<file path="src/rtl/common_lib_rr_arb_mux.sv">
`default_nettype none
// ============================================================================
// Module   : common_lib_rr_arb_mux
// Function : Round-robin arbiter sharing one valid/ready channel between
//            N_REQ requesters. Locks onto a requester until its in_last beat,
//            selects data through a one-hot AND-OR mux and registers the
//            result in a single output slot.
// Revision : 1.0 - initial release
// ============================================================================
module common_lib_rr_arb_mux #(
  parameter int N_REQ = 4,
  parameter int WIDTH = 8
) (
  input  logic                        clk,
  input  logic                        a_rst,
  input  logic [N_REQ-1:0]            in_vld,
  output logic [N_REQ-1:0]            in_rdy,
  input  logic [N_REQ-1:0][WIDTH-1:0] in_data,
  input  logic [N_REQ-1:0]            in_last,
  output logic                        out_vld,
  input  logic                        out_rdy,
  output logic [WIDTH-1:0]            out_data,
  output logic                        out_last,
  output logic [N_REQ-1:0]            out_sel_1h
);

  localparam int PTR_W = (N_REQ > 1) ? $clog2(N_REQ) : 1;

  typedef enum logic [0:0] {
    ARB  = 1'b0,
    LOCK = 1'b1
  } state_t;

  state_t           state;
  state_t           state_nxt;
  logic [PTR_W-1:0] rr_ptr;
  logic [PTR_W-1:0] rr_ptr_nxt;
  logic [N_REQ-1:0] lock_1h;
  logic [N_REQ-1:0] lock_1h_nxt;

  logic [N_REQ-1:0] grant_arb;
  logic [N_REQ-1:0] grant_1h;
  logic [PTR_W-1:0] grant_idx;
  logic             slot_free;
  logic             accept;
  logic [WIDTH-1:0] sel_data;
  logic             sel_last;
  logic             found;
  int               scan_idx;

  // Rotating-priority scan starting just after the last completed requester
  always_comb begin
    grant_arb = '0;
    found     = 1'b0;
    scan_idx  = 0;
    for (int k = 1; k <= N_REQ; k++) begin
      scan_idx = int'(rr_ptr) + k;
      if (scan_idx >= N_REQ) begin
        scan_idx = scan_idx - N_REQ;
      end
      for (int i = 0; i < N_REQ; i++) begin
        if (!found && (i == scan_idx) && in_vld[i]) begin
          grant_arb[i] = 1'b1;
          found        = 1'b1;
        end
      end
    end
  end

  // Grant source, output-slot availability and handshake; in_rdy is held low
  // during reset so no requester sees a transfer that will be discarded
  always_comb begin
    grant_1h  = (state == LOCK) ? (lock_1h & in_vld) : grant_arb;
    slot_free = ~out_vld | out_rdy;
    in_rdy    = grant_1h & {N_REQ{slot_free & ~a_rst}};
    accept    = |(in_vld & in_rdy);
  end

  // One-hot AND-OR data/last select and binary index of the winner
  always_comb begin
    sel_data  = '0;
    sel_last  = 1'b0;
    grant_idx = '0;
    for (int i = 0; i < N_REQ; i++) begin
      sel_data = sel_data | (in_data[i] & {WIDTH{grant_1h[i]}});
      sel_last = sel_last | (in_last[i] & grant_1h[i]);
      if (grant_1h[i]) begin
        grant_idx = PTR_W'(i);
      end
    end
  end

  // Next-state: a last beat closes the packet and moves the pointer,
  // any other beat locks the arbiter onto its requester
  always_comb begin
    state_nxt   = state;
    rr_ptr_nxt  = rr_ptr;
    lock_1h_nxt = lock_1h;
    if (accept) begin
      if (sel_last) begin
        rr_ptr_nxt = grant_idx;
        state_nxt  = ARB;
      end else begin
        lock_1h_nxt = grant_1h;
        state_nxt   = LOCK;
      end
    end
  end

  // Arbitration state registers
  always_ff @(posedge clk or posedge a_rst) begin
    if (a_rst) begin
      state   <= ARB;
      rr_ptr  <= PTR_W'(N_REQ - 1);
      lock_1h <= '0;
    end else begin
      state   <= state_nxt;
      rr_ptr  <= rr_ptr_nxt;
      lock_1h <= lock_1h_nxt;
    end
  end

  // Output slot: load on accept (replacing a draining beat without a
  // bubble), empty on drain, hold everything under backpressure
  always_ff @(posedge clk or posedge a_rst) begin
    if (a_rst) begin
      out_vld    <= 1'b0;
      out_data   <= '0;
      out_last   <= 1'b0;
      out_sel_1h <= '0;
    end else if (accept) begin
      out_vld    <= 1'b1;
      out_data   <= sel_data;
      out_last   <= sel_last;
      out_sel_1h <= grant_1h;
    end else if (out_rdy) begin
      out_vld    <= 1'b0;
    end
  end

endmodule
`default_nettype wire

</file>
<file path="config.mk">
export PLATFORM = sky130hd
export DESIGN_NAME = common_lib_rr_arb_mux
export DESIGN_NICKNAME = d
export VERILOG_FILES = /design/src/rtl/common_lib_rr_arb_mux.sv
export SDC_FILE = /design/constraint.sdc
export NUM_CORES = 1
export LEC_CHECK = 0
export ABC_AREA = 1
export CAP_MARGIN = 0
export CORE_UTILIZATION = 40
export CTS_BUF_LIST = sky130_fd_sc_hd__clkbuf_8
export DETAILED_ROUTE_END_ITERATION = 6
export GPL_ROUTABILITY_DRIVEN = 1
export HOLD_SLACK_MARGIN = 0.03
export PLACE_DENSITY = 0.77
export SYNTH_ARGS = -nofsm -noshare
export SYNTH_HDL_FRONTEND = slang
export SYNTH_SLANG_ARGS = --single-unit
</file>
<file path="constraint.sdc">
create_clock -name clk -period 4.75 [get_ports clk]
set_input_delay 0.475 -clock clk [delete_from_list [all_inputs] [get_ports clk]]
set_output_delay 0.475 -clock clk [all_outputs]
set_load 0.02 [all_outputs]
</file>
---- Word level (Yosys, flattened, before mapping) ----
Index checks and enable logic that the tools add are counted.
word-level totals
  flip-flop bits (word level) ............. 21
  bits in writable memories ............... 0
  memories ................................ 0
  output and inout bits ................... 18
  latch bits .............................. 0
  bits in read-only memories .............. 0
cells by class
  magnitude comparators ................... 4
  eq/ne operators ......................... 12
  reductions and logical operators ........ 54
  div/mod/pow operators ................... 0
  bitwise logic cells ..................... 22
  shifts and indexed selects .............. 0
  multipliers ............................. 0
  multiplexer cells ....................... 41
  $add $sub $neg .......................... 8
operators by type and width
  cell                 number
  $eq 3x32->1 const A  8
  $eq 2x32->1 const A  4
  $logic_not 32->1     4
  $mux 32              4
  $mux 1               34
  $and 8x8->8          4
  $logic_and 1x1->1    31
  $or 8x8->8           3
  $logic_not 1->1      15
  $and 4x4->4          3
  $sub 3x3->4 const B  3
  $ge 3x3->1 const B   3
  $add 2x2->3 const B  2
  $and 1x1->1          5
  $sub 4x3->5 const B  1
  $add 2x3->4 const B  1
  $ge 4x3->1 const B   1
  $mux 2               2
  $mux 4               1
  $or 1x1->1           4
  $reduce_and 2->1     2
  $reduce_or 4->1      1
  $add 2x1->3 const B  1
  $not 1->1            3
  $reduce_bool 2->1    1

---- Depth between registers and ports, before layout ----
Gate-level depths: netlist (run 1).
  word-level depth ........................ 73
  depth in mapped cells ................... 18
  depth with buffers taken out ............ 18

---- Worst setup path before layout (run 1) ----
OpenSTA, ideal clock, no wires.
  kind .................................... register to output
  start ................................... reg rr_ptr[0]
  end ..................................... out in_rdy[3]
  data required time ...................... 4.275 ns
  setup slack ............................. 2.198 ns
  buffers on the path ..................... 2
  data arrival time ....................... 2.077 ns
  stages on the path, launching flop included .. 15
  cells stage by stage .................... dfstp_2 buf_4 nor2_2 nand2_2 clkinv_1 nor2_2 nand4_2 nor2_2 nand4_1 nor2_2 nand4_1 nand2_1 nand3_1 clkbuf_1 inv_1
on the way
  cells in the longest elaborated chain, start to end .. 68
ends and longest elaborated chain
  element                                           line    RTL
  start, declared                                   36      logic [PTR_W-1:0] rr_ptr;
  start signal, assigned                            114     rr_ptr <= PTR_W'(N_REQ - 1);
  start signal, assigned                            118     rr_ptr <= rr_ptr_nxt;
  $add 2x1->3                                       57      scan_idx = int'(rr_ptr) + k;
  $sub 3x3->4 / $ge 3x3->1 (equally long branches)  59, 58
  $mux 32                                           58      if (scan_idx >= N_REQ) begin
  $logic_not 32->1                                  62      if (!found && (i == scan_idx) && in_vld[i]) begin
  $logic_and 1x1->1                                 62
  $mux 1                                            62
  $logic_not 1->1                                   62
  $logic_and 1x1->1 (2 in series)                   62
  (+49 left out)                                    n/a
  $logic_not 1->1                                   62
  $logic_and 1x1->1 (2 in series)                   62
  $mux 1                                            62
  $logic_not 1->1                                   62
  $logic_and 1x1->1 (2 in series)                   62
  $mux 1 *                                          62
  $mux 4 *                                          73      grant_1h = (state == LOCK) ? (lock_1h & in_vld) : grant_arb;
  $and 4x4->4 *                                     75      in_rdy = grant_1h & {N_REQ{slot_free & ~a_rst}};
  end, declared                                     17      output logic [N_REQ-1:0] in_rdy,
Mark *: on every way between the ends. The rest lies on a longest branch, timed or not.

---- Worst setup path in the final report (run 1) ----
  start ................................... in in_vld[0]
  end ..................................... out in_rdy[3]
on the way
  cells in the longest elaborated chain, start to end .. 64
ends and longest elaborated chain
  element                          line  RTL
  start, declared                  16    input logic [N_REQ-1:0] in_vld,
  $logic_and 1x1->1                62
  $mux 1                           62
  $logic_not 1->1                  62
  $logic_and 1x1->1 (2 in series)  62
  $mux 1                           62
  $logic_not 1->1                  62
  $logic_and 1x1->1 (2 in series)  62
  $mux 1                           62
  (+44 left out)                   n/a
  $logic_not 1->1                  62
  $logic_and 1x1->1 (2 in series)  62
  $mux 1                           62
  $logic_not 1->1                  62
  $logic_and 1x1->1 (2 in series)  62
  $mux 1 *                         62
  $mux 4 *                         73
  $and 4x4->4 *                    75
Marks and branches as above.

==> out/results.tsv, run 1 <==
metric	value	unit
status	finished, final reports clean	
Final min period	3.801	ns
worst-path fanout max	11	
Critical Path RT	4.28	ns
fraction of registers with async set/reset	1.000	
Logic pwr share	0.145	
synthesized instance count	244	
CP Launch Type	primary input	
All-Layer GR Usage	0.2180	
total power draw	347.0	uW
CTS Buf Count	3	
Via density	5.071	
clock tree from TritonCTS	done	
Warnings, synthesis	0	
Core ar.	3744	um^2
layout cells sized above 1	0.07921	
r2r setup slk	1.74	ns
Synth Net Count	287	
Max-Cap Viols	0	
Antenna diodes	0	
Worst Setup EP	in_rdy[3]	
Hold Fails Final Rpt	0	
Final period util	0.8002	
Slew Limit Fails	0	
first-pass GRT wire length	7210	um
Area contributors post-synth	dfrtp_1, nand2_1, nand3_1	
Synth area leader	dfrtp_1	
global route overflow	0	
Ports	61	
worst r2r src	rr_ptr[0]	
max layer used	met4	
CP Data Arrival Time	3.33	ns
Reg power frac	0.515	
Setup crit end kind	output pin	
Power Internal	270.3	uW
number of global-route vias before repair	1584	
final WL	4345	um
Routability Congestion	0.9902	
Slew @ Worst Pin	0.5005	ns
Skew-Pair Late Insertion Delay	0.26	ns
Setup TNS	0	ns
dpl hpwl	3392	um
Power Density	152.9	nW/um^2
Initial Util	0.4268	
Chip Width	65.20	um
Post-synth EDFFs	0	
Net Sw Frac	0.2211	
Final setup viols	0	
Setup Fix Bufs, Post-CTS	0	
Antenna Nets Post-Route	0	
critical path type	in2out	
total number of vias	1780	
clk root buf	clkbuf_8	
reported net switching power	76.73	uW
Lkg Pwr	1.159	nW
nets@finish	347	
RSZ-0062 raised after global routing	no	
hold_sp	lock_1h[1]	
DR WL met2	2160	um
filler cell count	358	
Routed met3 length	297	um
VDD IR max	0.1038	mV
synthesis-stage register bit count	21	
maximum clock frequency	263.1	MHz
Initial DRC Count	251	
clk_skew	0.004939	ns
maximum number of pins on one net before global-route repair	24	
CTS resizes	0	
initial antenna violation count	0	
Hold WC Path Type	reg2reg	
r2r worst-path depth	15	
Die Span Y	65.20	um
synthesis-to-layout area growth	42.05	%
post-synthesis sequential area ratio	0.3305	
# hold bufs at CTS	0	
row count	22	
Syn Area/Cell	6.548	um^2
relative slew slack	0.6654	
wl on met1	1815	um
full die area	4251	um^2
Detailed Routing Iterations Pass 1	4	
CTS max path bufs	2	
H-Tree Depth	1	
Unique masters post-synth	26	
DR WL/cell	12.38	um
Synth Flop Type	dfrtp_1	
clk sinks	21	
crit path from	in_vld[0]	
Synth Cell Area	1598	um^2
reg-to-reg endpoint	lock_1h[1]	
Residual DRC	0	
Reg clk slew, reported paths	0.07	ns
Clk pwr share	0.340	
Yosys top cell area share	0.2976	
PortBufs	60	
==> synth_stat cells, types with 2 or more instances <==
cell and number:
nand2_1 84, inv_1 30, nand3_1 26, dfrtp_1 19, nand4_1 16, nor2_1 12
nand3b_1 8, o21ai_0 7, a21oi_1 6, clkinv_1 6, nor2_2 5, nand3_2 3
buf_6 2, clkbuf_1 2, dfstp_2 2, inv_2 2, nand2_2 2, nand4_2 2
o211ai_1 2, o21bai_1 2
==> per-stage QoR <==
step,instances,util,hold slack [ns],area (um^2),worst slack [ns]
floorplan,244,-,0.4422,1598,2.199
global placement,347,0.5939,0.4576,2223,1.107
detailed placement,347,0.5939,0.4699,2223,0.9875
CTS,351,0.6063,0.4873,2270,0.9866
global route,351,0.6063,0.5068,2270,0.7231
finish,351,0.6063,0.4916,2270,0.9490
==> logic make-up (layout without fill, tap and decap cells) <==
kind of cell,Yosys count,after routing,share of synthesized area
and+or+nand+nor,161,161,0.4902
buffers and inverters,45,104,0.1198
DFF,21,21,0.3305
AOI/OAI and AO/OA,17,17,0.05951
==> cells in the final DEF, fill, tap and decap left out, drive strengths merged <==
| master | Yosys | layout |
|---|---|---|
| a21oi | 6 | 6 |
| buf | 4 | 1 |
| clkbuf | 2 | 3 |
| clkdlybuf4s50 | 0 | 60 |
| clkinv | 6 | 7 |
| dfrtp | 19 | 19 |
| dfstp | 2 | 2 |
| inv | 33 | 33 |
| nand2 | 87 | 87 |
| nand3 | 30 | 30 |
| nand3b | 8 | 8 |
| nand4 | 18 | 18 |
| nor2 | 17 | 17 |
| nor3 | 1 | 1 |
| o211ai | 2 | 2 |
| o21ai | 7 | 7 |
| o21bai | 2 | 2 |
==> flip-flops by register name, indices dropped and copies added, names as in the netlist <==
register	cells
state	1
rr_ptr	2
out_vld	1
out_sel_1h	4
lock_1h	4
out_last	1
out_data	8
==> how the worst min path moves through the flow <==
stage	to	slack (ns)	cells past startpoint
2_1_floorplan	lock_1h[3]	0.44	2
3_3_place_gp	lock_1h[1]	0.46	2
3_5_place_dp	lock_1h[1]	0.47	2
4_1_cts	lock_1h[1]	0.49	2
5_1_grt	lock_1h[1]	0.51	2
6_report	lock_1h[1]	0.49	2
==> cell type report <==
type	instances	area, um^2	share of cell area
well taps	48	60.06	0.02646
flip-flops and latches	21	528.0	0.2326
clock buffers	3	41.29	0.01819
clock inverters	1	5.005	0.002205
repair buffers	61	608.1	0.2679
inverters	39	148.9	0.06560
multi-input cells	178	878.3	0.3870
==> routing by layer <==
layer  vias to the layer above  track usage
li1                        904            -
met1                       799       0.2662
met2                        71       0.3840
met3                         6      0.04167
met4                         0      0.06522
met5                         -            0
==> power by group through the flow <==
stage / clock (mW) / sequential [mW] / combinational, mW
finish: 0.118 / 0.179 / 0.0505
global route: 0.125 / 0.179 / 0.0550
CTS: 0.118 / 0.179 / 0.0506
detailed placement: 0 / 0.182 / 0.0505
global placement: 0 / 0.182 / 0.0501
floorplan: 0 / 0.182 / 0.0111
==> critical path, stage by stage <==
cell             delay (ns)
clkdlybuf4s50_1        0.56
nand3_1                0.20
nand3_1                0.11
nor2_2                 0.15
nand4_2                0.12
nor2_2                 0.15
nand4_1                0.11
nor2_2                 0.14
nand4_1                0.09
nand2_1                0.10
nand3_1                0.37
inv_1                  0.14
clkdlybuf4s50_1        0.61
Power figures use the tool's default switching activity.
==> inputs of run 2 (changes only) <==
PLACE_DENSITY = 0.8   (was 0.77)
clock period = 3.1 ns   (was 4.75 ns; I/O delays follow)
==> out/results.tsv, run 2 (synthesized netlist as in run 1, its figures left out) <==
metric	value	unit
nets@finish	352	
RSZ-0062 raised after global routing	no	
CTS max path bufs	2	
Routability Congestion	0.9516	
clock tree from TritonCTS	done	
CP Launch Type	register	
Final setup viols	0	
top flop regs	out_data x8, lock_1h x4, out_sel_1h x4	
PortBufs	60	
Skew-Pair Late Insertion Delay	0.27	ns
Power Internal	416.0	uW
grt met3 use	0.05208	
row count	22	
Net Sw Frac	0.2326	
Hold WC Path Type	in2async	
first-pass GRT wire length	7797	um
global route overflow	0	
clk root buf	clkbuf_8	
Via density	5.000	
maximum number of pins on one net before global-route repair	24	
total number of vias	1780	
number of global-route vias before repair	1791	
Lkg Pwr	1.228	nW
Residual DRC	0	
Setup TNS	0	ns
maximum clock frequency	348.9	MHz
Reg power frac	0.505	
CP Data Arrival Time	2.56	ns
most common cell after layout, fill and taps aside	nand2_1	
Clk pwr share	0.348	
Largest Register	out_data	
final design utilization	0.6170	
full die area	4251	um^2
Core ar.	3744	um^2
Die Span Y	65.20	um
Reg clk slew, reported paths	0.08	ns
leading cell types in the layout, fill and taps excluded	nand2_1, clkdlybuf4s50_1, inv_1	
synthesis-to-layout area growth	44.56	%
Chip Width	65.20	um
Antenna Nets Post-Route	0	
layout cells sized above 1	0.09416	
worst-path fanout max	8	
Ports	61	
H-Tree Depth	1	
Critical Path RT	2.79	ns
Hold Fails Final Rpt	0	
Setup crit end kind	output pin	
met2 usage	0.4137	
CTS Buf Count	3	
Power Density	234.7	nW/um^2
All-Layer GR Usage	0.2390	
clk_skew	0.001263	ns
dpl hpwl	3556	um
status	finished, final reports clean	
DR WL/cell	12.76	um
Antenna diodes	0	
Final period util	0.9245	
Logic pwr share	0.147	
initial antenna violation count	0	
GRT met1 Usage	0.2860	
Slew @ Worst Pin	0.3311	ns
Max-Cap Viols	0	
reported net switching power	126.1	uW
final WL	4542	um
GRT busiest layer	met2	
clk sinks	21	
critical path type	reg2out	
relative slew slack	0.7785	
Detailed Routing Iterations Pass 1	4	
VDD IR max	0.1399	mV
Final min period	2.866	ns
Initial DRC Count	97	
Setup Fix Bufs, Post-CTS	0	
Largest register FFs	8	
r2r worst-path depth	16	
Slew Limit Fails	0	
Initial Util	0.4268	
run 2: cell types whose count changed in the layout (fill, tap and decap cells not counted):
cell / previous run / this run
dlygate4sd2_1: 0 / 2
clkdlybuf4s50_1: 60 / 56
buf_4: 1 / 6
dlymetal6s2s_1: 0 / 2
run 2: layer usage:
layer / vias up / share of wire
met5: - / 0
met2: 71 / 0.50
met3: 7 / 0.064
li1: 916 / -
met1: 786 / 0.43
met4: 0 / 0.015
run 2: critical path, stage by stage, from the launching register on:
cell and delay (ns):
dfstp_2 0.63, nor2_2 0.10, nand2_2 0.09, clkinv_1 0.07, nor2_2 0.16, nand4_2 0.13, nor2_2 0.14, nand4_1 0.11
nor2_2 0.14, nand4_1 0.09, nand2_1 0.12, nand3_1 0.11, inv_1 0.06, dlygate4sd2_1 0.33
run 2: metrics by stage:
| stage | hold WS (ns) | worst slack, ns | cells | power [mW] | area, um^2 |
|---|---|---|---|---|---|
| 6_report | 0.3914 | 0.2339 | 356 | 0.5421 | 2310 |
| 3_5_place_dp | 0.4620 | 0.1557 | 352 | 0.3588 | 2261 |
| 3_3_place_gp | 0.4559 | 0.2298 | 352 | 0.3584 | 2261 |
| 4_1_cts | 0.4067 | 0.008308 | 356 | 0.5430 | 2305 |
| 5_1_grt | 0.4271 | 0.01125 | 356 | 0.5651 | 2310 |
| 2_1_floorplan | 0.2910 | 0.7135 | 244 | 0.2962 | 1598 |
run 2: final timing paths:
check                      slack, ns            end  startpoint
max                             0.23      in_rdy[2]   rr_ptr[0]
min                             0.39  out_sel_1h[2]       a_rst
max reg2reg                     0.34     lock_1h[3]   rr_ptr[0]
min reg2reg                     0.48     lock_1h[2]  lock_1h[2]
max in group asynchronous       2.44      rr_ptr[1]       a_rst
min in group clk                0.48     lock_1h[2]  lock_1h[2]
run 2: layout make-up:
cell class,instances,area [um^2]
inverter,39,148.9
multi-input combinational,178,878.3
clock inverter,1,5.005
timing repair buffer,66,648.1
sequential,21,528.0
clock buffer,3,41.29
fill,371,1434
tap,48,60.06
run 2: repair_timing:
action                     in CTS  in global routing
hold buffers                    0                  0
setup endpoints to repair       2                  2
resized for setup               2                  2
run 2: power groups by stage:
stage               sequential, mW  clock [mW]  combinational [mW]
floorplan                    0.279           0              0.0170
CTS                          0.274       0.189              0.0798
global placement             0.279           0              0.0793
global route                 0.274       0.204              0.0873
detailed placement           0.279           0              0.0797
finish                       0.274       0.189              0.0796
